<file path="src/rtl/pipe_pkg.sv">
// Shared definitions for the P7 pipeline control slice: PC source
// encodings, sequencer state encoding and the default exception vector.
package pipe_pkg;

  // PC mux select driven by pipe_ctrl onto the PC register input mux.
  typedef enum logic [1:0] {
    PCSEL_SEQ = 2'b00,  // sequential / branch target from the datapath
    PCSEL_EXC = 2'b01,  // exception handler entry
    PCSEL_EPC = 2'b10   // return address held in CP0 EPC
  } pc_sel_e;

  // Exception-recovery sequencer states.
  typedef enum logic [1:0] {
    ST_RUN      = 2'b00,
    ST_EXC_HOLD = 2'b01
  } state_e;

  localparam logic [31:0] EXC_ENTRY_DEF = 32'h0000_4180;

  // True when an unsigned counter of width w can hold the value v.
  function automatic bit cnt_fits(input int v, input int w);
    return (v >= 0) && (v < (1 << w));
  endfunction

endpackage

</file>
<file path="src/rtl/pipe_ctrl_md_counter.sv">
// MDU busy counter: loads the operation latency when a MULT/DIV issues
// and counts down to zero, saturating there. busy is decoded straight from
// the register so it cannot glitch, and it drops the instant reset asserts.
module md_counter
  import pipe_pkg::*;
#(
  parameter int MULT_CYCLES = 5,
  parameter int DIV_CYCLES  = 10,
  parameter int CNT_W       = 4
) (
  input  logic clk,
  input  logic reset,
  input  logic load,
  input  logic is_div,
  output logic busy
);

  localparam logic [CNT_W-1:0] MULT_LD = CNT_W'(MULT_CYCLES);
  localparam logic [CNT_W-1:0] DIV_LD  = CNT_W'(DIV_CYCLES);

  // Refuse to build with a counter too narrow for either latency; the
  // truncated load value would silently shorten the stall.
  if (!cnt_fits(MULT_CYCLES, CNT_W) || !cnt_fits(DIV_CYCLES, CNT_W)) begin : g_bad_cnt_w
    cnt_w_too_small_for_mdu_latency u_bad ();
  end

  logic [CNT_W-1:0] md_cnt;

  // Saturating decrement: a finished operation holds at zero, never wraps.
  function automatic logic [CNT_W-1:0] sat_dec(input logic [CNT_W-1:0] v);
    return (v == '0) ? '0 : v - CNT_W'(1);
  endfunction

  // Load on a new MDU issue, otherwise count the current operation down.
  always_ff @(posedge clk or negedge reset) begin
    if (!reset) begin
      md_cnt <= '0;
    end else if (load) begin
      md_cnt <= is_div ? DIV_LD : MULT_LD;
    end else begin
      md_cnt <= sat_dec(md_cnt);
    end
  end

  assign busy = (md_cnt != '0);

endmodule

</file>
<file path="src/rtl/pipe_ctrl.sv">
// Stall/flush sequencer for the five-stage P7 pipeline. Produces the PC
// write enable and source select plus the enable/clear controls of the
// F/D, D/E, E/M and M/W registers. All controls are combinational from the
// current inputs; only the exception-recovery state and the MDU counter are
// registered. Priority: exception entry, then stalls, then ERET, then run.
module pipe_ctrl
  import pipe_pkg::*;
#(
  parameter int          MULT_CYCLES = 5,
  parameter int          DIV_CYCLES  = 10,
  parameter int          CNT_W       = 4,
  parameter logic [31:0] EXC_ENTRY   = EXC_ENTRY_DEF
) (
  input  logic        clk,
  input  logic        reset,
  input  logic        d_stall_req,
  input  logic        d_eret,
  input  logic        d_md_use,
  input  logic        e_md_start,
  input  logic        e_md_is_div,
  input  logic        exc_req,
  output logic        pc_en,
  output logic [1:0]  pc_sel,
  output logic [31:0] npc_exc,
  output logic        fd_en,
  output logic        fd_flush,
  output logic        de_flush,
  output logic        em_flush,
  output logic        mw_flush,
  output logic        md_busy
);

  state_e state;
  logic   exc_take;
  logic   md_go;
  logic   md_stall;
  logic   stall;

  // An exception is only taken from RUN; a request still asserted during
  // the hold cycle belongs to the instruction already being redirected.
  assign exc_take = exc_req & (state == ST_RUN);

  // An exception kills the MDU op issuing alongside it, but an operation
  // already counting keeps running so HI/LO is not left half-written.
  assign md_go = e_md_start & ~exc_take;

  // A HI/LO consumer in D must wait for a running op, and also for one
  // issuing in E this very cycle since the counter only loads at the edge.
  assign md_stall = d_md_use & (md_busy | e_md_start);
  assign stall    = d_stall_req | md_stall;

  assign npc_exc = EXC_ENTRY;

  md_counter #(
    .MULT_CYCLES (MULT_CYCLES),
    .DIV_CYCLES  (DIV_CYCLES),
    .CNT_W       (CNT_W)
  ) u_md_counter (
    .clk    (clk),
    .reset  (reset),
    .load   (md_go),
    .is_div (e_md_is_div),
    .busy   (md_busy)
  );

  // Exception-recovery sequencer: one hold cycle after every exception entry.
  always_ff @(posedge clk or negedge reset) begin
    if (!reset) begin
      state <= ST_RUN;
    end else begin
      case (state)
        ST_RUN:      if (exc_req) state <= ST_EXC_HOLD;
        ST_EXC_HOLD: state <= ST_RUN;
        default:     state <= ST_RUN;
      endcase
    end
  end

  // Priority mux for the pipeline register and PC controls.
  always_comb begin
    pc_en    = 1'b1;
    pc_sel   = PCSEL_SEQ;
    fd_en    = 1'b1;
    fd_flush = 1'b0;
    de_flush = 1'b0;
    em_flush = 1'b0;
    mw_flush = 1'b0;
    if (!reset) begin
      // Freeze the PC and hold every pipeline register cleared.
      pc_en    = 1'b0;
      fd_en    = 1'b0;
      fd_flush = 1'b1;
      de_flush = 1'b1;
      em_flush = 1'b1;
      mw_flush = 1'b1;
    end else if (exc_take) begin
      // Redirect to the handler and squash everything younger than M,
      // including M itself; an ERET or stall in the same cycle is dropped.
      pc_sel   = PCSEL_EXC;
      fd_flush = 1'b1;
      de_flush = 1'b1;
      em_flush = 1'b1;
      mw_flush = 1'b1;
    end else if (stall) begin
      // Hold F and D in place and send a bubble down into E. A pending
      // ERET simply stays in D until the stall clears.
      pc_en    = 1'b0;
      fd_en    = 1'b0;
      de_flush = 1'b1;
    end else if (d_eret) begin
      // Jump to EPC and kill the instruction fetched behind the ERET;
      // ERET has no delay slot.
      pc_sel   = PCSEL_EPC;
      fd_flush = 1'b1;
    end
  end

endmodule
</file>
<file path="config.mk">
export PLATFORM = sky130hd
export DESIGN_NAME = pipe_ctrl
export DESIGN_NICKNAME = d
export VERILOG_FILES = /design/src/rtl/pipe_pkg.sv /design/src/rtl/pipe_ctrl_md_counter.sv /design/src/rtl/pipe_ctrl.sv
export SDC_FILE = /design/constraint.sdc
export NUM_CORES = 1
export LEC_CHECK = 0
export CAP_MARGIN = 10
export CORE_MARGIN = 2
export CORE_UTILIZATION = 34
export DETAILED_ROUTE_END_ITERATION = 8
export HOLD_SLACK_MARGIN = 0.1
export PLACE_DENSITY = 0.93
export SYNTH_ARGS = -nofsm -noshare
export SYNTH_HDL_FRONTEND = slang
export SYNTH_HIERARCHICAL = 1
export SYNTH_SLANG_ARGS = --single-unit
</file>
<file path="constraint.sdc">
create_clock -name clk -period 3.15 [get_ports clk]
set_input_delay 0.7875 -clock clk [delete_from_list [all_inputs] [get_ports clk]]
set_output_delay 0.7875 -clock clk [all_outputs]
set_load 0.01 [all_outputs]
</file>
==> results.yml <==
outcome:
  status: "finished, final reports clean"
sta:
  fin_crit_ps: 3020
  fmax_ghz: 0.331
  setup_tns_ps: 0
  fin_skew_ps: 1.48
  slew_viol_final: 0
  fin_crit_sh_pct: 95.9
  setup-violations-final: 0
  rsz0062_at_grt: "no"
  hold_viol: 0
final_layout:
  regArea_sq_um: 125
  layout-drive-gt1-share_pct: 12.1
  final_nets: 100
  layout_commonest_cell: "conb_1"
  n_antenna_cell: 0
  fillers: 163
  multi_input_comb_area_sq_um: 317
  final_area_sq_um: 677
  synthToLayoutAreaGrowth_pct: 14.4
  mostFrequentLayoutCells: "32 x conb_1, 14 x clkdlybuf4s50_1, 5 x dfrtp_1"
power:
  vdd_drop_max_mv: 0.143
  pwr-share-comb_pct: 37.3
  seq_power_share_pct: 36.1
  power_density_nw_per_um2: 456
  power_leakage_nw: 0.327
  p_sw_w: 0.000125
  power.total_w: 0.000308
  clockPowerShare_pct: 26.6
  intPower_w: 0.000184
  p_sw_share_pct: 40.5
logic_synthesis:
  netlist_instances: 72
  synth.distinct_cells: 23
  ys_warn_count: 6
  syn_area_sq_um: 592
  synth-seq-cells: 5
  synthTopCellsByArea: "buf_4 43%, dfrtp_1 21%, a2111oi_4 4.7%, nor3_1 3.4%, nor2_1 2.5%"
  synth-seq-area-share_pct: 21.1
  synth_top_area_share_pct: 43.1
  yosys.area.top_type: "buf_4"
  avgSynthCellArea_sq_um: 8.22
global_route:
  overflow: 0
  grt_max_degree: 8
  grtUsageTotal_pct: 12.4
  grt_pass1_wl_um: 1710
  antenna_found_initial: 0
  grt_pass1_vias: 384
routing:
  via_per_inst: 4.09
  drc: 0
  drt-pass1-iter-count: 4
  drt-initial-drc-count: 6
  post_drt_wl_per_cell_um: 9.67
  vias: 442
  ant_nets: 0
  drt-total-wl_um: 1040
placement:
  port_buffers: 16
  place_congestion: 0.725
  dp_hpwl_um: 864
  dpl_cell_area_sq_um: 653
worst_setup_path:
  critical_path_class: "in2out"
  cp_slowest_stage_delay_ps: 580
  cp-start-kind: "primary input"
  critPathRequiredTime_ps: 2360
  cp_max_fo: 3
  critPathArrivalTime_ps: 2230
  crit_path_frequent_cell: "clkdlybuf4s50_1"
  crit_slowest_cell: "clkdlybuf4s50_1"
  cp_cell_sequence: "clkdlybuf4s50_1 > o21a_1 > o211ai_1 > clkdlybuf4s50_1"
  r2r_slack_ps: 1770
  cp-end-kind: "primary output"
clock_tree:
  clock-sinks: 5
  h-tree-depth: 1
  cts_buffers: 3
  clockRootBuffer: "clkbuf_4"
  path_clk_slew_ps: 50
  cts_buffer_depth: 2
  hold_buffers: 0
  tritoncts: "built"
  insertion_delay_ps: 250
die:
  start_util_pct: 35.0
  boundaryPins: 49
  dieArea_sq_um: 2090
  die_width_um: 45.7
  dieHeight_um: 45.7
  rows: 15
  core_area_sq_um: 1690
worst_hold_path:
  hp-class: "reg2reg"
run:
  max_cap_violations: 0
-- flip-flops by register name (all words and copies together), names as in the netlist --
register / cells
state: 1
u_md_counter/md_cnt: 4
-- final cells by class --
class	count	share of cell area [%]
multi-input cells	61	46.8
repair buffers	19	26.6
flip-flops and latches	5	18.5
clock buffers	4	3.88
well taps	17	3.14
inverters	2	1.11
-- cells in the mapped netlist, drive strengths merged --
| master | instances |
|---|---|
| a2111oi | 1 |
| a21oi | 2 |
| and2 | 2 |
| buf | 34 |
| conb | 2 |
| dfrtp | 5 |
| inv | 2 |
| nand2 | 3 |
| nand2b | 3 |
| nor2 | 4 |
| nor2b | 1 |
| nor3 | 4 |
| nor4b | 1 |
| o211ai | 1 |
| o21a | 1 |
| o21ai | 2 |
| o31a | 1 |
| o31ai | 1 |
| or2 | 1 |
| or4b | 1 |
-- worst max-delay path: cells and delay by family --
family / cells / cell delay (ps)
AOI/OAI and AO/OA: 2 / 440
buffers and inverters: 2 / 1000
-- per-stage QoR --
| stage | hold WS, ps | setup WS, ps | utilization [%] | instances |
|---|---|---|---|---|
| after global placement | 513 | 6.00 | 38.7 | 104 |
| after CTS | 531 | 116 | 40.1 | 108 |
| after global routing | 546 | 18.7 | 40.1 | 108 |
| final | 525 | 131 | 40.1 | 108 |
| after floorplan | 492 | 872 | - | 102 |
| after detailed placement | 521 | -30.9 | 38.7 | 104 |
-- layer usage --
metal	global-route usage, %	up-vias	share of wire [%]
met2	20.6	28	52
met5	0	-	0
li1	-	211	-
met1	12.7	199	36
met3	4.76	4	10
met4	8.57	0	1.5
-- kinds of logic after synthesis --
logic type             synth area share, %
buffers and inverters                 44.4
and+or+nand+nor                       19.9
AOI/OAI and AO/OA                     13.3
DFF                                   21.1
other                                 1.27
-- path summary, 6_finish.rpt --
kind / startpoint / endpoint / cells after the start
setup / recovery: e_md_start / fd_flush / 4
hold / removal: state[0] / state[0] / 2
setup reg to reg: state[0] / u_md_counter/md_cnt[2] / 5
hold reg to reg: state[0] / state[0] / 2
max in group asynchronous: reset / u_md_counter/md_cnt[1] / 2
min in group asynchronous: reset / u_md_counter/md_cnt[3] / 2
-- power groups by stage --
| stage | combinational, W | sequential (W) | clock, W |
|---|---|---|---|
| detailed placement | 0.000115 | 0.000111 | 0 |
| global route | 0.000131 | 0.000114 | 0.0000888 |
| finish | 0.000115 | 0.000111 | 0.0000819 |
| global placement | 0.000111 | 0.000109 | 0 |
| floorplan | 0.000106 | 0.000106 | 0 |
| CTS | 0.000115 | 0.000110 | 0.0000840 |
-- timing repair --
action / CTS / global route
resized for setup: 2 / 0
setup endpoints to repair: 2 / 0
buffers inserted: 0 / 0
No activity file was read; power rests on OpenSTA's default activity.
